### src/rtl/ps2_scancode_receiver_pkg.sv
// Shared types and constants for the PS/2 scan-code receive path.
// Prefix bytes, frame length and the buffered key-event record.
package ps2_pkg;

  localparam logic [7:0] PS2_PREFIX_EXT   = 8'hE0;
  localparam logic [7:0] PS2_PREFIX_BREAK = 8'hF0;
  localparam int         PS2_FRAME_BITS   = 11;

  typedef struct packed {
    logic       extended;
    logic       brk;
    logic [7:0] code;
  } key_evt_t;

  // start low, stop high, odd parity over data+parity
  function automatic logic frame_ok(input logic [10:0] f);
    return !f[0] && f[10] && (^f[9:1]);
  endfunction

endpackage

### src/rtl/ps2_scancode_receiver_if.sv
// Key-event handshake between the PS/2 receiver and its consumer.
// Head entry is shown while valid; ready pops it.
interface ps2_scancode_receiver_if;

  logic       valid;
  logic       ready;
  logic [7:0] scan_code;
  logic       is_break;
  logic       is_extended;

  modport master (
    output valid,
    output scan_code,
    output is_break,
    output is_extended,
    input  ready
  );

  modport slave (
    input  valid,
    input  scan_code,
    input  is_break,
    input  is_extended,
    output ready
  );

endinterface

### src/rtl/ps2_scancode_receiver_fifo.sv
// First-word-fall-through FIFO of key events.
// A push into a full FIFO is dropped unless a pop frees a slot.
module ps2_event_fifo
  import ps2_pkg::*;
#(
  parameter int DEPTH = 8
) (
  input  logic     clk,
  input  logic     rst,
  input  logic     i_push,
  input  key_evt_t i_evt,
  input  logic     i_pop,
  output key_evt_t o_head,
  output logic     o_empty,
  output logic     o_wr_ok,
  output logic     o_drop
);

  localparam int AW = $clog2(DEPTH);

  logic [AW:0] r_wptr;
  logic [AW:0] r_rptr;
  key_evt_t    r_mem [DEPTH];

  logic w_empty;
  logic w_full;
  logic w_pop;
  logic w_wr;

  assign w_empty = (r_wptr == r_rptr);
  assign w_full  = (r_wptr[AW] != r_rptr[AW]) &&
                   (r_wptr[AW-1:0] == r_rptr[AW-1:0]);
  assign w_pop   = i_pop && !w_empty;
  assign w_wr    = i_push && (!w_full || w_pop);

  assign o_head  = r_mem[r_rptr[AW-1:0]];
  assign o_empty = w_empty;
  assign o_wr_ok = w_wr;
  assign o_drop  = i_push && !w_wr;

  always_ff @(posedge clk or posedge rst) begin
    if (rst) begin
      r_wptr <= '0;
      r_rptr <= '0;
      for (int i = 0; i < DEPTH; i++) r_mem[i] <= '0;
    end else begin
      if (w_wr) begin
        r_mem[r_wptr[AW-1:0]] <= i_evt;
        r_wptr <= r_wptr + 1'b1;
      end
      if (w_pop) r_rptr <= r_rptr + 1'b1;
    end
  end

endmodule

### src/rtl/ps2_scancode_receiver.sv
// PS/2 frame receiver: synchronise, assemble 11-bit frames,
// fold E0/F0 prefixes into flags and buffer key events.
module ps2_scancode_receiver
  import ps2_pkg::*;
#(
  parameter int FIFO_DEPTH     = 8,
  parameter int SYNC_STAGES    = 3,
  parameter int TIMEOUT_CYCLES = 4096
) (
  input  logic       clk,
  input  logic       rst,
  input  logic       ps2_clk,
  input  logic       ps2_data,
  ps2_scancode_receiver_if.master evt,
  output logic       overflow,
  output logic       frame_err,
  output logic [7:0] key_count
);

  localparam int TW = $clog2(TIMEOUT_CYCLES + 1);

  logic [SYNC_STAGES-1:0] r_clk_sync;
  logic [SYNC_STAGES-1:0] r_dat_sync;
  logic                   r_clk_prev;

  logic [3:0]    r_bitcnt;
  logic [9:0]    r_frame;
  logic [TW-1:0] r_idle;
  logic          r_ext;
  logic          r_brk;
  logic          r_push;
  logic          r_err;
  key_evt_t      r_evt;
  logic          r_ovf;
  logic [7:0]    r_kc;

  logic       w_fall;
  logic       w_bit;
  logic       w_last;
  logic       w_good;
  logic [7:0] w_byte;
  logic       w_is_ext;
  logic       w_is_brk;
  key_evt_t   w_head;
  logic       w_empty;
  logic       w_wr_ok;
  logic       w_drop;

  // idle bus is high, so the synchronisers preset to 1
  always_ff @(posedge clk or posedge rst) begin
    if (rst) begin
      r_clk_sync <= '1;
      r_dat_sync <= '1;
      r_clk_prev <= 1'b1;
    end else begin
      r_clk_sync <= {r_clk_sync[SYNC_STAGES-2:0], ps2_clk};
      r_dat_sync <= {r_dat_sync[SYNC_STAGES-2:0], ps2_data};
      r_clk_prev <= r_clk_sync[SYNC_STAGES-1];
    end
  end

  assign w_fall   = r_clk_prev && !r_clk_sync[SYNC_STAGES-1];
  assign w_bit    = r_dat_sync[SYNC_STAGES-1];
  assign w_last   = (r_bitcnt == 4'(PS2_FRAME_BITS - 1));
  assign w_good   = frame_ok({w_bit, r_frame});
  assign w_byte   = r_frame[8:1];
  assign w_is_ext = w_good && (w_byte == PS2_PREFIX_EXT);
  assign w_is_brk = w_good && (w_byte == PS2_PREFIX_BREAK);

  always_ff @(posedge clk or posedge rst) begin
    if (rst) begin
      r_bitcnt <= '0;
      r_frame  <= '0;
      r_idle   <= '0;
      r_ext    <= 1'b0;
      r_brk    <= 1'b0;
      r_push   <= 1'b0;
      r_err    <= 1'b0;
      r_evt    <= '0;
    end else begin
      r_push <= 1'b0;
      r_err  <= 1'b0;
      if (w_fall) begin
        r_idle <= '0;
        if (w_last) begin
          r_bitcnt <= '0;
          unique case (1'b1)
            !w_good: begin
              r_err <= 1'b1;
              r_ext <= 1'b0;
              r_brk <= 1'b0;
            end
            w_is_ext: r_ext <= 1'b1;
            w_is_brk: r_brk <= 1'b1;
            default: begin
              r_push <= 1'b1;
              r_evt  <= {r_ext, r_brk, w_byte};
              r_ext  <= 1'b0;
              r_brk  <= 1'b0;
            end
          endcase
        end else begin
          r_frame  <= {w_bit, r_frame[9:1]};
          r_bitcnt <= r_bitcnt + 4'd1;
        end
      end else if (r_bitcnt != 4'd0) begin
        // stalled mid-frame: abandon it and any pending prefix
        if (r_idle == TW'(TIMEOUT_CYCLES - 1)) begin
          r_bitcnt <= '0;
          r_idle   <= '0;
          r_ext    <= 1'b0;
          r_brk    <= 1'b0;
        end else begin
          r_idle <= r_idle + 1'b1;
        end
      end
    end
  end

  ps2_event_fifo #(
    .DEPTH (FIFO_DEPTH)
  ) u_fifo (
    .clk     (clk),
    .rst     (rst),
    .i_push  (r_push),
    .i_evt   (r_evt),
    .i_pop   (evt.ready),
    .o_head  (w_head),
    .o_empty (w_empty),
    .o_wr_ok (w_wr_ok),
    .o_drop  (w_drop)
  );

  always_ff @(posedge clk or posedge rst) begin
    if (rst) begin
      r_ovf <= 1'b0;
      r_kc  <= '0;
    end else begin
      if (w_drop) r_ovf <= 1'b1;
      if (w_wr_ok && !r_evt.brk) r_kc <= r_kc + 8'd1;
    end
  end

  assign evt.valid       = !w_empty;
  assign evt.scan_code   = w_head.code;
  assign evt.is_break    = w_head.brk;
  assign evt.is_extended = w_head.extended;
  assign overflow        = r_ovf;
  assign frame_err       = r_err;
  assign key_count       = r_kc;

endmodule

### src/flat_wrapper.sv
// flat-port wrapper written by rule: the top's interface ports become plain ports
module ps2_scancode_receiver_flat import ps2_pkg::*;
#(
  parameter int FIFO_DEPTH     = 8,
  parameter int SYNC_STAGES    = 3,
  parameter int TIMEOUT_CYCLES = 4096
)
  (clk, rst, ps2_clk, ps2_data, overflow, frame_err, key_count, evt_valid, evt_scan_code, evt_is_break, evt_is_extended, evt_ready);
  ps2_scancode_receiver_if evt_i ();
  input  logic clk;
  input  logic rst;
  input  logic ps2_clk;
  input  logic ps2_data;
  output logic overflow;
  output logic frame_err;
  output logic [7:0] key_count;
  output wire logic [$bits(evt_i.valid)-1:0] evt_valid;
  output wire logic [$bits(evt_i.scan_code)-1:0] evt_scan_code;
  output wire logic [$bits(evt_i.is_break)-1:0] evt_is_break;
  output wire logic [$bits(evt_i.is_extended)-1:0] evt_is_extended;
  input wire logic [$bits(evt_i.ready)-1:0] evt_ready;
  assign evt_valid = evt_i.valid;
  assign evt_scan_code = evt_i.scan_code;
  assign evt_is_break = evt_i.is_break;
  assign evt_is_extended = evt_i.is_extended;
  assign evt_i.ready = evt_ready;
  ps2_scancode_receiver #(.FIFO_DEPTH(FIFO_DEPTH), .SYNC_STAGES(SYNC_STAGES), .TIMEOUT_CYCLES(TIMEOUT_CYCLES)) u_core (.clk(clk), .rst(rst), .ps2_clk(ps2_clk), .ps2_data(ps2_data), .evt(evt_i), .overflow(overflow), .frame_err(frame_err), .key_count(key_count));
endmodule
### config.mk
export PLATFORM = sky130hd
export DESIGN_NAME = ps2_scancode_receiver_flat
export DESIGN_NICKNAME = d
export VERILOG_FILES = /design/src/rtl/ps2_scancode_receiver_pkg.sv /design/src/rtl/ps2_scancode_receiver_if.sv /design/src/rtl/ps2_scancode_receiver_fifo.sv /design/src/rtl/ps2_scancode_receiver.sv /design/src/flat_wrapper.sv
export SDC_FILE = /design/constraint.sdc
export NUM_CORES = 1
export LEC_CHECK = 0
export BUFFER_PORTS_ARGS = -buffer_cell sky130_fd_sc_hd__buf_2
export CAP_MARGIN = 10
export CORE_AREA = 2 2 136 98
export DETAILED_ROUTE_END_ITERATION = 8
export DIE_AREA = 0 0 138 100
export GPL_ROUTABILITY_DRIVEN = 0
export HOLD_SLACK_MARGIN = 0.03
export PLACE_DENSITY = 0.84
export SLEW_MARGIN = 0
export SYNTH_ARGS = -nofsm -noshare
export SYNTH_HDL_FRONTEND = slang
export SYNTH_SLANG_ARGS = --single-unit
### constraint.sdc
create_clock -name clk -period 5.5 [get_ports clk]
set_input_delay 1.375 -clock clk [delete_from_list [all_inputs] [get_ports clk]]
set_output_delay 1.375 -clock clk [all_outputs]
set_load 0.02 [all_outputs]
==> out/metrics.cfg <==
[die]
die_y_um=100
placementRows=35
pin_count=26
die_w_um=138
die_area_um2=13800
start_util_pct=54.08
core_um2=12700

[sta]
fin_crit_sh_pct=69.56
fin_hold_ws_ns=0.3555
rsz0062_at_grt=false
min_period_ns=3.826
tightest_slew_ns=1.157
setup_violations=0
drv_slew=0
finalHoldViolations=0
slew_headroom_pct=22.71
skew_ns=0.006397
fmax_ghz=0.2614
tns_ns=0

[critical_path]
r2r_slack_ns=2.74
crit_chain=xor2_2 > nor3_4 > nand2_1 > buf_2
crit_type=flip-flop to output pin
end_kind=output pin
worstPathRequired_ns=4.12
crit_arrival_ns=2.45
critPathLaunchType=flip-flop
critical_path.top_delay_family=simple AND/OR/NAND/NOR gates
cp.depth=4
max_stage_delay_ns=0.81
crit_path_max_fanout=13
r2r_cells=6
path_buf_inv=1
crit_slowest_cell=dfrtp_1

[layout]
fillerInstances=946
final_common_cell=dfrtp_1
syn2layout_area_growth_pct=11.93
layout-drive-gt1-share_pct=38.43
multiInputGateArea_um2=3057
layout_common_cells=dfrtp_1 (138), mux2_2 (101), nand2_1 (35)
antennaDiodeCount=0
final_cell_area_um2=7687
seq_area_um2=3637
fin_nets=540

[run_status]
outcome=finished clean

[detailed_routing]
viasPerCell=6.034
drt_wl_total_mm=14.10
vias=4236
drc_errors=0
dr.pass1.iters=5
routedWlPerCell_um=20.09
drtIter0Drc=270
drtAntennaViolNets=0

[cts]
cts-resized-gates=0
cts_buffers=17
cts_setup_buffers=0
root_buffer=clkbuf_16
clk_path_buf_depth=2
h-tree-depth=4
holdBufCountCts=0
clkSinkCount=145
clk_pin_slew_worst_paths_ns=0.06
cts_tree=yes
clk_latency_ns=0.42

[synthesis]
async_reset_ff_share_pct=100.0
ys_types=57
synthFlopType=dfrtp_1
post_synth.cell_area_avg_um2=13.87
synth_area_um2=6868
ys_seq_area_share_pct=52.96
syn-instance-count=495
synth_fp_nets=512
synth_edf_count=0
yosys_register_bits=145
synth_warnings=0

[grt]
grt_pass1_wl_mm=23.74
grt_pass1_vias=4488
grtUsageTotal_pct=21.90
antenna_found_initial=0
grt_max_degree=112
grt-ovfl-total=0

[pwr]
irDropWorstVdd_v=0.0002683
cellPowerDensity_nw_per_um2=373.5
leakage_nw=3.469

[hold_path]
min_path_cells=0
hold_class=flip-flop to flip-flop

[place]
hpwlAfterDp_mm=8.771
dpl-instance-area_um2=7129
port_buffers=25

[job]
maxCapViolations=0

## synthesized netlist by cell type, drive strengths merged (10+ instances only)
library cell | instances | area share [%]
dfrtp | 138 | 50
mux2 | 102 | 17
nand2 | 35 | 1.9
mux4 | 20 | 6.6
inv | 18 | 0.98
xnor2 | 13 | 1.7
ha | 12 | 2.2
xor2 | 12 | 1.7
nor2 | 11 | 0.64
o21ai | 11 | 0.80
buf | 10 | 1.1
clkbuf | 10 | 0.55
## per-layer routing
layer	up-vias	share of wire, %	global-route usage, %
met3	22	5.0	6.155
met5	-	0	0
met4	0	1.7	6.907
met1	2215	46	30.51
li1	1880	-	-
met2	119	48	33.97
## metrics by stage
stage	worst slack (ns)	util [%]	instances	total power, mW
2_1_floorplan	0.2420	-	495	1.668
3_3_place_gp	2.172	56.14	670	1.752
3_5_place_dp	2.118	56.14	670	1.787
4_1_cts	1.659	60.53	702	2.882
5_1_grt	1.459	60.53	702	3.011
6_report	1.674	60.53	702	2.871
## worst paths after layout
check                                                     from                                   to
max                        u_core.u_fifo.r_rptr[2]$_DFFE_PP0P_                            evt_valid
min                             u_core.r_clk_sync[1]$_DFF_PP1_       u_core.r_clk_sync[2]$_DFF_PP1_
max reg2reg                     u_core.r_bitcnt[0]$_DFFE_PP0P_         u_core.r_idle[4]$_DFFE_PP0P_
min reg2reg                     u_core.r_clk_sync[1]$_DFF_PP1_       u_core.r_clk_sync[2]$_DFF_PP1_
max in group asynchronous                                  rst  u_core.u_fifo.r_mem[13]$_DFFE_PP0P_
min in group asynchronous                                  rst      u_core.key_count[7]$_DFFE_PP0P_
## layout make-up
cell class | count | area share [%]
Sequential cell | 145 | 47.31
Clock inverter | 13 | 1.497
Inverter | 18 | 0.9440
Clock buffer | 19 | 5.762
Timing Repair Buffer | 29 | 2.018
Tap cell | 166 | 2.702
Multi-Input combinational cell | 312 | 39.76
## logic make-up after synthesis
kind of cell	share of synthesized area, %
flip-flops	52.96
multiplexers	23.48
AND/OR/NAND/NOR	6.686
AO/OA/AOI/OAI	8.344
buffers and inverters	2.605
XOR/XNOR	3.735
adder cells (fa/ha/maj)	2.186
## power breakdown
group	internal [mW]	total, mW	switching, mW
Clock	0.632	1.09	0.458
Combinational	0.209	0.550	0.341
Sequential	1.13	1.23	0.0963
## registers in the layout, indices dropped and copies added (netlist names), 3 cells and up
name,cells
u_core.r_frame,10
u_core.key_count,8
u_core.r_evt,10
u_core.u_fifo.r_wptr,4
u_core.u_fifo.r_mem,80
u_core.u_fifo.r_rptr,4
u_core.r_bitcnt,4
u_core.r_idle,13
u_core.r_dat_sync,3
u_core.r_clk_sync,3
Note: power is estimated with default switching activity, not from simulation.
